--- src/rtl/regbank_pkg.sv ---
// Shared definitions for the register-bank write path: bank geometry,
// write-port state encoding and the register address decoder.
package regbank_pkg;

  localparam int REG_AW   = 5;
  localparam int REG_DW   = 32;
  localparam int NUM_REGS = 32;
  localparam logic [REG_AW-1:0] REG_ZERO = '0;

  typedef enum logic {
    ST_IDLE,
    ST_ISSUE
  } wr_state_e;

  function automatic logic [NUM_REGS-1:0] onehot_reg(input logic [REG_AW-1:0] addr);
    logic [NUM_REGS-1:0] dec;
    dec       = '0;
    dec[addr] = 1'b1;
    return dec;
  endfunction

endpackage

--- src/rtl/regbank_write_arbiter_if.sv ---
// Requester handshake plus bank write port of the shared register-bank writer.
// The slave modport is the arbiter; the master modport is its environment.
interface regbank_write_arbiter_if #(
  parameter int NUM_REQ = 2,
  parameter int AW      = 5,
  parameter int DW      = 32
);
  import regbank_pkg::*;

  logic [NUM_REQ-1:0]    req_valid;
  logic [NUM_REQ-1:0]    req_ready;
  logic [NUM_REQ*AW-1:0] req_addr;
  logic [NUM_REQ*DW-1:0] req_data;
  logic                  RegWrite;
  logic [AW-1:0]         write_register;
  logic [DW-1:0]         write_data;
  logic [1:0]            grant_id;
  logic [NUM_REGS-1:0]   pending_mask;

  modport master (
    output req_valid, req_addr, req_data,
    input  req_ready, RegWrite, write_register, write_data, grant_id, pending_mask
  );

  modport slave (
    input  req_valid, req_addr, req_data,
    output req_ready, RegWrite, write_register, write_data, grant_id, pending_mask
  );
endinterface

--- src/rtl/regbank_write_arbiter_rr_arbiter.sv ---
// Round-robin arbiter: one-hot grant starting the search at the pointer,
// pointer moves one past the winner on every grant.
module rr_arbiter #(
  parameter int NUM_REQ = 2
) (
  input  logic               clk,
  input  logic               rst_n,
  input  logic               en_i,
  input  logic [NUM_REQ-1:0] req_i,
  output logic [NUM_REQ-1:0] grant_o,
  output logic [1:0]         grant_idx_o
);

  localparam int PW = 2;

  logic [PW-1:0]      ptr_q;
  logic [PW-1:0]      ptr_d;
  logic [NUM_REQ-1:0] grant;
  logic [PW-1:0]      grant_idx;
  logic               found;

  always_comb begin
    grant     = '0;
    grant_idx = '0;
    ptr_d     = ptr_q;
    found     = 1'b0;
    for (int off = 0; off < NUM_REQ; off++) begin
      for (int i = 0; i < NUM_REQ; i++) begin
        if (!found && req_i[i] && (i == (int'(ptr_q) + off) % NUM_REQ)) begin
          found     = 1'b1;
          grant[i]  = 1'b1;
          grant_idx = PW'(i);
          ptr_d     = PW'((i + 1) % NUM_REQ);
        end
      end
    end
    // A disabled arbiter grants nothing and must not advance the pointer.
    if (!en_i) begin
      grant = '0;
      ptr_d = ptr_q;
    end
  end

  always_ff @(posedge clk or negedge rst_n) begin
    if (!rst_n) ptr_q <= '0;
    else        ptr_q <= ptr_d;
  end

  assign grant_o     = grant;
  assign grant_idx_o = grant_idx;

endmodule

--- src/rtl/regbank_write_arbiter.sv ---
// Shares the register bank's single write port between NUM_REQ write-back
// sources; drives the bank from registers and publishes a pending-write mask.
module regbank_write_arbiter
  import regbank_pkg::*;
#(
  parameter int NUM_REQ = 2,
  parameter int AW      = 5,
  parameter int DW      = 32
) (
  input  logic                    clock,
  input  logic                    reset_n,
  regbank_write_arbiter_if.slave  bus
);

  if (NUM_REQ < 2 || NUM_REQ > 4) begin : g_bad_num_req
    $error("regbank_write_arbiter: NUM_REQ must be in 2..4");
  end
  if (AW != REG_AW) begin : g_bad_aw
    $error("regbank_write_arbiter: AW must match the register bank address width");
  end

  logic [NUM_REQ-1:0] grant;
  logic [1:0]         grant_idx;
  logic               accept;
  logic [AW-1:0]      acc_addr;
  logic [DW-1:0]      acc_data;

  wr_state_e          state_q;
  logic               regwrite_q;
  logic [AW-1:0]      wreg_q;
  logic [DW-1:0]      wdata_q;
  logic [1:0]         gid_q;
  logic [NUM_REGS-1:0] pending;

  rr_arbiter #(.NUM_REQ(NUM_REQ)) u_rr (
    .clk         (clock),
    .rst_n       (reset_n),
    .en_i        (reset_n),
    .req_i       (bus.req_valid),
    .grant_o     (grant),
    .grant_idx_o (grant_idx)
  );

  assign accept = |grant;

  always_comb begin
    acc_addr = '0;
    acc_data = '0;
    for (int i = 0; i < NUM_REQ; i++) begin
      if (grant[i]) begin
        acc_addr = bus.req_addr[i*AW +: AW];
        acc_data = bus.req_data[i*DW +: DW];
      end
    end
  end

  // Output stage: a register-0 write is accepted and tracked but never enabled.
  always_ff @(posedge clock or negedge reset_n) begin
    if (!reset_n) begin
      state_q    <= ST_IDLE;
      regwrite_q <= 1'b0;
      wreg_q     <= '0;
      wdata_q    <= '0;
      gid_q      <= '0;
    end else begin
      if (accept) begin
        regwrite_q <= (acc_addr != AW'(REG_ZERO));
        wreg_q     <= acc_addr;
        wdata_q    <= acc_data;
        gid_q      <= grant_idx;
      end
      case (state_q)
        ST_IDLE: begin
          if (accept) state_q <= ST_ISSUE;
        end
        ST_ISSUE: begin
          if (!accept) begin
            state_q    <= ST_IDLE;
            regwrite_q <= 1'b0;
          end
        end
      endcase
    end
  end

  // Requests are invisible to hazard logic while the block is held in reset.
  always_comb begin
    pending = '0;
    if (reset_n) begin
      for (int i = 0; i < NUM_REQ; i++) begin
        if (bus.req_valid[i]) pending = pending | onehot_reg(REG_AW'(bus.req_addr[i*AW +: AW]));
      end
    end
    if (regwrite_q) pending = pending | onehot_reg(REG_AW'(wreg_q));
    pending[0] = 1'b0;
  end

  assign bus.req_ready      = grant;
  assign bus.RegWrite       = regwrite_q;
  assign bus.write_register = wreg_q;
  assign bus.write_data     = wdata_q;
  assign bus.grant_id       = gid_q;
  assign bus.pending_mask   = pending;

endmodule

--- src/flat_wrapper.sv ---
// flat-port wrapper written by rule: the top's interface ports become plain ports
module regbank_write_arbiter_flat import regbank_pkg::*;
#(
  parameter int NUM_REQ = 2,
  parameter int AW      = 5,
  parameter int DW      = 32
)
  (clock, reset_n, bus_req_valid, bus_req_addr, bus_req_data, bus_req_ready, bus_RegWrite, bus_write_register, bus_write_data, bus_grant_id, bus_pending_mask);
  regbank_write_arbiter_if #(.NUM_REQ(NUM_REQ), .AW(AW), .DW(DW)) bus_i ();
  input  logic clock;
  input  logic reset_n;
  input wire logic [$bits(bus_i.req_valid)-1:0] bus_req_valid;
  input wire logic [$bits(bus_i.req_addr)-1:0] bus_req_addr;
  input wire logic [$bits(bus_i.req_data)-1:0] bus_req_data;
  output wire logic [$bits(bus_i.req_ready)-1:0] bus_req_ready;
  output wire logic [$bits(bus_i.RegWrite)-1:0] bus_RegWrite;
  output wire logic [$bits(bus_i.write_register)-1:0] bus_write_register;
  output wire logic [$bits(bus_i.write_data)-1:0] bus_write_data;
  output wire logic [$bits(bus_i.grant_id)-1:0] bus_grant_id;
  output wire logic [$bits(bus_i.pending_mask)-1:0] bus_pending_mask;
  assign bus_i.req_valid = bus_req_valid;
  assign bus_i.req_addr = bus_req_addr;
  assign bus_i.req_data = bus_req_data;
  assign bus_req_ready = bus_i.req_ready;
  assign bus_RegWrite = bus_i.RegWrite;
  assign bus_write_register = bus_i.write_register;
  assign bus_write_data = bus_i.write_data;
  assign bus_grant_id = bus_i.grant_id;
  assign bus_pending_mask = bus_i.pending_mask;
  regbank_write_arbiter #(.NUM_REQ(NUM_REQ), .AW(AW), .DW(DW)) u_core (.clock(clock), .reset_n(reset_n), .bus(bus_i));
endmodule
--- config.mk ---
export PLATFORM = sky130hd
export DESIGN_NAME = regbank_write_arbiter_flat
export DESIGN_NICKNAME = d
export VERILOG_FILES = /design/src/rtl/regbank_pkg.sv /design/src/rtl/regbank_write_arbiter_if.sv /design/src/rtl/regbank_write_arbiter_rr_arbiter.sv /design/src/rtl/regbank_write_arbiter.sv /design/src/flat_wrapper.sv
export SDC_FILE = /design/constraint.sdc
export NUM_CORES = 1
export LEC_CHECK = 0
export ABC_AREA = 1
export ABC_CLOCK_PERIOD_IN_PS = 1000
export CAP_MARGIN = 20
export CORE_MARGIN = 2
export CORE_UTILIZATION = 35
export CTS_CLUSTER_SIZE = 24
export DETAILED_ROUTE_END_ITERATION = 7
export PLACE_DENSITY = 0.83
export SETUP_SLACK_MARGIN = 0.2
export SLEW_MARGIN = 20
export SYNTH_ARGS = -nofsm -noshare
export SYNTH_HDL_FRONTEND = slang
export SYNTH_SLANG_ARGS = --single-unit
--- constraint.sdc ---
create_clock -name clock -period 1 [get_ports clock]
set_input_delay 0.15 -clock clock [delete_from_list [all_inputs] [get_ports clock]]
set_output_delay 0.15 -clock clock [all_outputs]
set_load 0.01 [all_outputs]
==> impl_metrics.py, run 1 <==
metrics = {
    "clocking": {
        "clk_pin_slew_worst_paths_ns": 0.11,
        "h-tree-depth": 2,
        "cts_tree": "done",
        "numClockSinks": 41,
        "cts_buffers": 5,
        "clkLatencyLatePin_ns": 0.33,
        "cts_buffer_depth": 2,
        "root_buffer": "clkbuf_8",
    },
    "grt": {
        "overflow": 0,
        "track_usage_pct": 43.40,
        "grt_pass1_wl_mm": 27.66,
        "grt_max_degree": 34,
        "antenna_found_initial": 1,
        "grt_pass1_vias": 4840,
    },
    "yosys": {
        "netlist_area_um2": 2670,
        "synth_area_per_cell_um2": 6.528,
        "synth.area.top_cells": "dfrtp_1 38%, nand2_1 25%, nand3_1 11%, o21ai_0 10%, inv_1 3.4%",
        "ys_ff_latch": 41,
        "yosys_warnings": 0,
        "synth.distinct_cells": 23,
        "ys_seq_area_share_pct": 38.43,
        "synthCells": 409,
        "synth_top_area_share_pct": 38.43,
        "synth_top_area_cell": "dfrtp_1",
    },
    "finish": {
        "drive_above_1_share_pct": 57.91,
        "fin_nets": 766,
        "areaGrowthSynthToFinish_pct": 151.0,
        "layout_common_cells": "118 x nand2_1, 75 x buf_6, 68 x buf_4",
        "layout_commonest_cell": "nand2_1",
        "post-route-util_pct": 91.41,
    },
    "sta": {
        "fmax_ghz": 0.4624,
        "setup_viol": 112,
        "maxSlewViolCount": 0,
        "worst_pin_slew_ns": 0.6224,
        "rsz0062_at_grt": "yes",
        "holdWs_ns": 0.07363,
        "final.min_clock_period_ns": 2.162,
        "finalSetupTns_ns": -47.80,
        "setup_slack_ns": -1.162,
        "finClkSkew_ns": 0.01411,
        "slew_headroom_pct": 58.23,
        "post-route-period-util_pct": 216.2,
        "hold_viol_final": 0,
    },
    "die": {
        "die_w_um": 91.34,
        "core-area_um2": 7331,
        "die_y_um": 91.34,
        "io_pins": 152,
        "initial_core_util_pct": 36.42,
        "die-area_um2": 8343,
        "rows": 31,
    },
    "route": {
        "wl_per_cell_um": 31.13,
        "first_pass_iters": 5,
        "routed_wl_mm": 24.56,
        "drc_errors": 0,
        "drtIter0Drc": 793,
        "ant_nets": 0,
        "vias_per_cell": 6.867,
        "vias": 5418,
    },
    "critical_path": {
        "start_kind": "primary input",
        "worstPathRequired_ns": 0.85,
        "path_max_fanout": 6,
        "rr_endpoint": "u_core.bus.write_register[4]",
        "critPathSlowestCell": "o21ai_1",
        "cp-end-kind": "output port",
        "path_cells": "dlygate4sd2_1 -> inv_1 -> nand3_1 -> o21ai_1 -> nand2_1 -> o21ai_2 -> buf_2",
        "crit_type": "primary input to output port",
        "cp-endpoint": "bus_pending_mask[1]",
        "r2r_slack_ns": -0.86,
        "worstRegToRegCells": 8,
        "arrival_ns": 2.01,
        "regToRegStartpoint": "u_core.u_rr.ptr_q[0]",
        "slowest_delay_ns": 0.56,
        "crit_path_start": "bus_req_addr[8]",
    },
    "placed_design": {
        "portBuffers": 149,
        "hpwl_mm": 8.502,
        "routabilityCongestion": 0.9491,
    },
    "run_status": {
        "violations": "negative setup slack",
        "status": "finished, violations left",
    },
    "pwr": {
        "vdd_ir_drop_max_uv": 779.3,
        "p_leak_nw": 3.349,
        "power.density_nw_per_um2": 1189,
        "total_power_mw": 7.970,
    },
    "flow_run": {
        "max-cap-violations": 0,
    },
    "min_path": {
        "hold_path.class": "primary input to asynchronous set/reset pin",
    },
}
==> stage by stage <==
step	setup WS (ns)	std cells	instance area (um2)
6_report	-1.162	789	6701
4_1_cts	-0.6521	754	5908
5_1_grt	-0.9915	789	6701
2_1_floorplan	-0.1130	410	3009
3_5_place_dp	-1.282	695	4907
3_3_place_gp	-1.246	695	4907
==> cell families (layout without fill, tap and decap cells) <==
| kind of cell | after synthesis | count (layout) | synth area share (%) |
|---|---|---|---|
| DFF | 41 | 41 | 38.43 |
| buffers and inverters | 39 | 318 | 6.514 |
| other | 1 | 3 | 0.1404 |
| AOI/OAI and AO/OA | 65 | 65 | 13.03 |
| and+or+nand+nor | 263 | 263 | 41.89 |
==> metal layers <==
| metal | vias up | wire length, um | track usage, % |
|---|---|---|---|
| li1 | 1909 | - | - |
| met1 | 2412 | 7613 | 47.57 |
| met2 | 781 | 10060 | 70.93 |
| met3 | 316 | 3998 | 12.86 |
| met4 | 0 | 2894 | 32.07 |
| met5 | - | 0 | 0 |
==> worst max-delay path, delay by kind of cell <==
family / cells / cell delay, ns
buffers and inverters: 3 / 0.74
AND/OR/NAND/NOR: 2 / 0.42
AO/OA/AOI/OAI: 2 / 0.69
==> cell usage after synthesis, drive strengths merged <==
cell and number:
o21bai 2, dfrtp 41, a21o 1, nor2 7
nor3 13, o211ai 1, a21oi 1, o21ai 59
inv 24, clkbuf 1, nand2 180, buf 14
nand3 60, conb 1, nand3b 1, o22ai 1
nand4 2
==> what timing repair did <==
item,in CTS,in global routing
cloned,8,1
endpoints found under the setup margin,113,113
hold endpoints to repair,4,0
gates resized for setup,481,119
hold buffers,3,0
buffers inserted,40,33
pin swaps,47,47
==> sequential cells by signal, indices dropped and copies added, names as in the netlist <==
| register | count |
|---|---|
| u_core.bus.grant_id | 1 |
| u_core.bus.RegWrite | 1 |
| u_core.bus.write_register | 5 |
| u_core.u_rr.ptr_q | 1 |
| u_core.bus.write_data | 32 |
| u_core.state_q | 1 |
==> final cells by class <==
class | instances | area, um2
fillers | 213 | 629.4
diodes | 1 | 2.502
inverters | 24 | 135.1
multi-input cells | 330 | 2432
clock buffers | 5 | 68.82
clock inverters | 3 | 17.52
flip-flops and latches | 41 | 1033
well taps | 99 | 123.9
repair buffers | 286 | 2888
==> report_power, final <==
group          total (mW)  leakage (nW)  internal (mW)  switching [mW]
logic                4.43          2.80           2.10            2.33
clock network        1.26        0.0439          0.486           0.777
registers            2.27         0.502           1.92           0.355
total                7.97          3.35           4.51            3.46
==> how the worst min path moves through the flow <==
stage,depth (start not counted),endpoint,from,slack (ns)
detailed placement,2,u_core.u_rr.ptr_q[0],reset_n,0.14
finish,3,u_core.bus.write_data[30],reset_n,0.07
floorplan,0,u_core.bus.RegWrite,reset_n,-0.15
CTS,3,u_core.bus.write_data[23],reset_n,0.11
global placement,2,u_core.u_rr.ptr_q[0],reset_n,0.14
global route,3,u_core.bus.write_data[30],reset_n,0.11
No activity file was read; power rests on OpenSTA's default activity.
==> inputs of run 2 (changes only) <==
Settings changed: CTS_CLUSTER_DIAMETER from default to 100.
==> results of run 2 <==
No change in the layout: final DEF, timing and power equal those of run 1.
==> inputs of run 3 (changes only) <==
Settings changed: CORE_MARGIN 2 to 4, REMOVE_ABC_BUFFERS from default to 1, TNS_END_PERCENT from default to 10.
==> impl_metrics.py, run 3 (synthesis results as in run 1) <==
metrics = {
    "sta": {
        "rsz0062_at_grt": "yes",
        "hold_viol_final": 0,
        "holdWs_ns": 0.01165,
        "final.min_clock_period_ns": 1.578,
        "setup_viol": 79,
        "fmax_ghz": 0.6337,
        "post-route-period-util_pct": 157.8,
        "finClkSkew_ns": 0.003346,
        "maxSlewViolCount": 0,
        "setup_slack_ns": -0.5780,
    },
    "critical_path": {
        "worstPathRequired_ns": 0.85,
        "path_max_fanout": 6,
        "arrival_ns": 1.43,
        "crit_type": "flip-flop to output port",
        "rr_endpoint": "u_core.bus.write_register[4]",
        "cp-end-kind": "output port",
        "r2r_slack_ns": -0.20,
        "worstRegToRegCells": 7,
        "path_cells": "buf_12 -> nor3_4 -> inv_2 -> o21ai_1 -> buf_2",
        "path_delay_family": "flip-flops",
        "start_kind": "flip-flop",
        "regToRegStartpoint": "u_core.u_rr.ptr_q[0]",
        "slowest_delay_ns": 0.43,
        "critPathSlowestCell": "dfrtp_2",
        "path_buf_inv": 3,
    },
    "route": {
        "ant_nets": 0,
        "routed_wl_mm": 11.09,
        "wl_per_cell_um": 15.56,
        "first_pass_iters": 5,
        "drc_errors": 0,
        "vias": 3628,
        "drtIter0Drc": 239,
        "vias_per_cell": 5.088,
    },
    "grt": {
        "overflow": 0,
        "grt_pass1_vias": 3585,
        "grt_pass1_wl_mm": 17.28,
        "antenna_found_initial": 0,
        "grt_max_degree": 37,
        "track_usage_pct": 24.41,
    },
    "placed_design": {
        "hpwl_mm": 8.644,
        "placed_cells": 699,
        "routabilityCongestion": 0.8931,
        "portBuffers": 149,
    },
    "clocking": {
        "cts_buffers": 5,
        "clkLatencyLatePin_ns": 0.29,
        "h-tree-depth": 2,
        "cts_tree": "done",
        "cts_buffer_depth": 2,
        "clk_pin_slew_worst_paths_ns": 0.07,
        "root_buffer": "clkbuf_8",
        "numClockSinks": 41,
    },
    "finish": {
        "layout.cells.non_filler": 713,
        "layout_common_cells": "170 x nand2_1, 64 x clkdlybuf4s50_1, 51 x nand3_1",
        "layout_commonest_cell": "nand2_1",
        "num_antenna_cells": 0,
        "largest_reg_flops": 32,
        "areaGrowthSynthToFinish_pct": 81.49,
        "fin_nets": 692,
        "drive_above_1_share_pct": 33.71,
    },
    "die": {
        "core-area_um2": 7331,
        "die-area_um2": 9090,
        "rows": 31,
        "initial_core_util_pct": 36.42,
        "die_w_um": 95.34,
        "io_pins": 152,
        "die_y_um": 95.34,
    },
    "pwr": {
        "swShare_pct": 35.01,
        "clockPowerShare_pct": 19.2,
        "p_leak_nw": 2.312,
        "pwr-share-comb_pct": 43.6,
        "p_int_mw": 3.678,
        "seqPwrFrac_pct": 37.3,
        "p_switching_mw": 1.981,
        "power.density_nw_per_um2": 1168,
        "vdd_ir_drop_max_uv": 1199,
    },
    "min_path": {
        "hold_path.class": "primary input to asynchronous set/reset pin",
    },
    "flow_run": {
        "max-cap-violations": 0,
    },
    "run_status": {
        "violations": "negative setup slack",
        "status": "finished, violations left",
    },
}
-- run 3: changes by cell type in the layout (fill, tap and decap cells not counted), moves of 14 or more --
cell / change
buf_4: -18
buf_6: -45
nand2_1: +52
nand2_4: -40
nand3_1: +40
nand3_2: -32
o21ai_1: +16
o21ai_2: -14
-- run 3: layout make-up --
| cell class | instances | area, um2 |
|---|---|---|
| multi-input cells | 330 | 1685 |
| flip-flops and latches | 41 | 1028 |
| clock buffers | 7 | 86.33 |
| fillers | 615 | 2485 |
| inverters | 24 | 92.59 |
| well taps | 99 | 123.9 |
| repair buffers | 212 | 1829 |
-- run 3: per-stage QoR --
stage	total power, mW	worst slack, ns	setup TNS [ns]	utilization [%]	instance area, um2
2_1_floorplan	2.831	-0.3477	-15.75	-	2590
3_3_place_gp	4.354	-1.141	-65.71	63.71	4671
3_5_place_dp	4.411	-1.170	-67.66	63.71	4671
4_1_cts	5.492	-0.5507	-22.28	63.90	4684
5_1_grt	5.964	-0.6346	-28.47	66.10	4846
6_report	5.659	-0.5780	-22.71	66.10	4846
-- run 3: how the worst max path moves through the flow --
stage | from | end | slack [ns] | cells after the start
floorplan | u_core.u_rr.ptr_q[0] | u_core.bus.RegWrite | -0.35 | 7
global placement | bus_req_valid[1] | bus_pending_mask[24] | -1.14 | 6
detailed placement | bus_req_addr[1] | bus_pending_mask[14] | -1.17 | 9
CTS | u_core.bus.write_register[1] | bus_pending_mask[21] | -0.55 | 4
global route | u_core.bus.write_register[0] | bus_pending_mask[12] | -0.63 | 5
finish | u_core.bus.write_register[0] | bus_pending_mask[8] | -0.58 | 5
-- run 3: per-layer routing --
metal / vias up / global-route usage, % / wire length (um) / part of all wire (%)
met5: - / 0 / 0 / 0
met4: 0 / 8.774 / 240 / 2.2
met3: 24 / 7.419 / 1078 / 9.7
met2: 172 / 43.91 / 5633 / 51
met1: 1677 / 26.98 / 4139 / 37
li1: 1755 / - / - / -
-- run 3: repair_timing --
item / 4_1_cts / 5_1_grt
hold buffers: 1 / 0
gates resized for setup: 402 / 41
setup buffers: 2 / 4
endpoints found under the hold margin: 1 / 0
endpoints found under the setup margin: 113 / 113
pin swaps: 35 / 11
-- run 3: power by group through the flow --
stage	clock (mW)	sequential, mW	combinational, mW
finish	1.09	2.11	2.46
global route	1.17	2.14	2.65
detailed placement	0	2.10	2.31
floorplan	0	2.22	0.610
CTS	1.11	2.10	2.29
global placement	0	2.08	2.27
-- run 3: worst reg2reg max path: stages (launching register included) --
cell     delay (ns)
dfrtp_1        0.38
inv_2          0.06
a21oi_4        0.17
buf_12         0.22
nand2_1        0.07
nand2_1        0.06
inv_1          0.07
o21ai_0        0.08
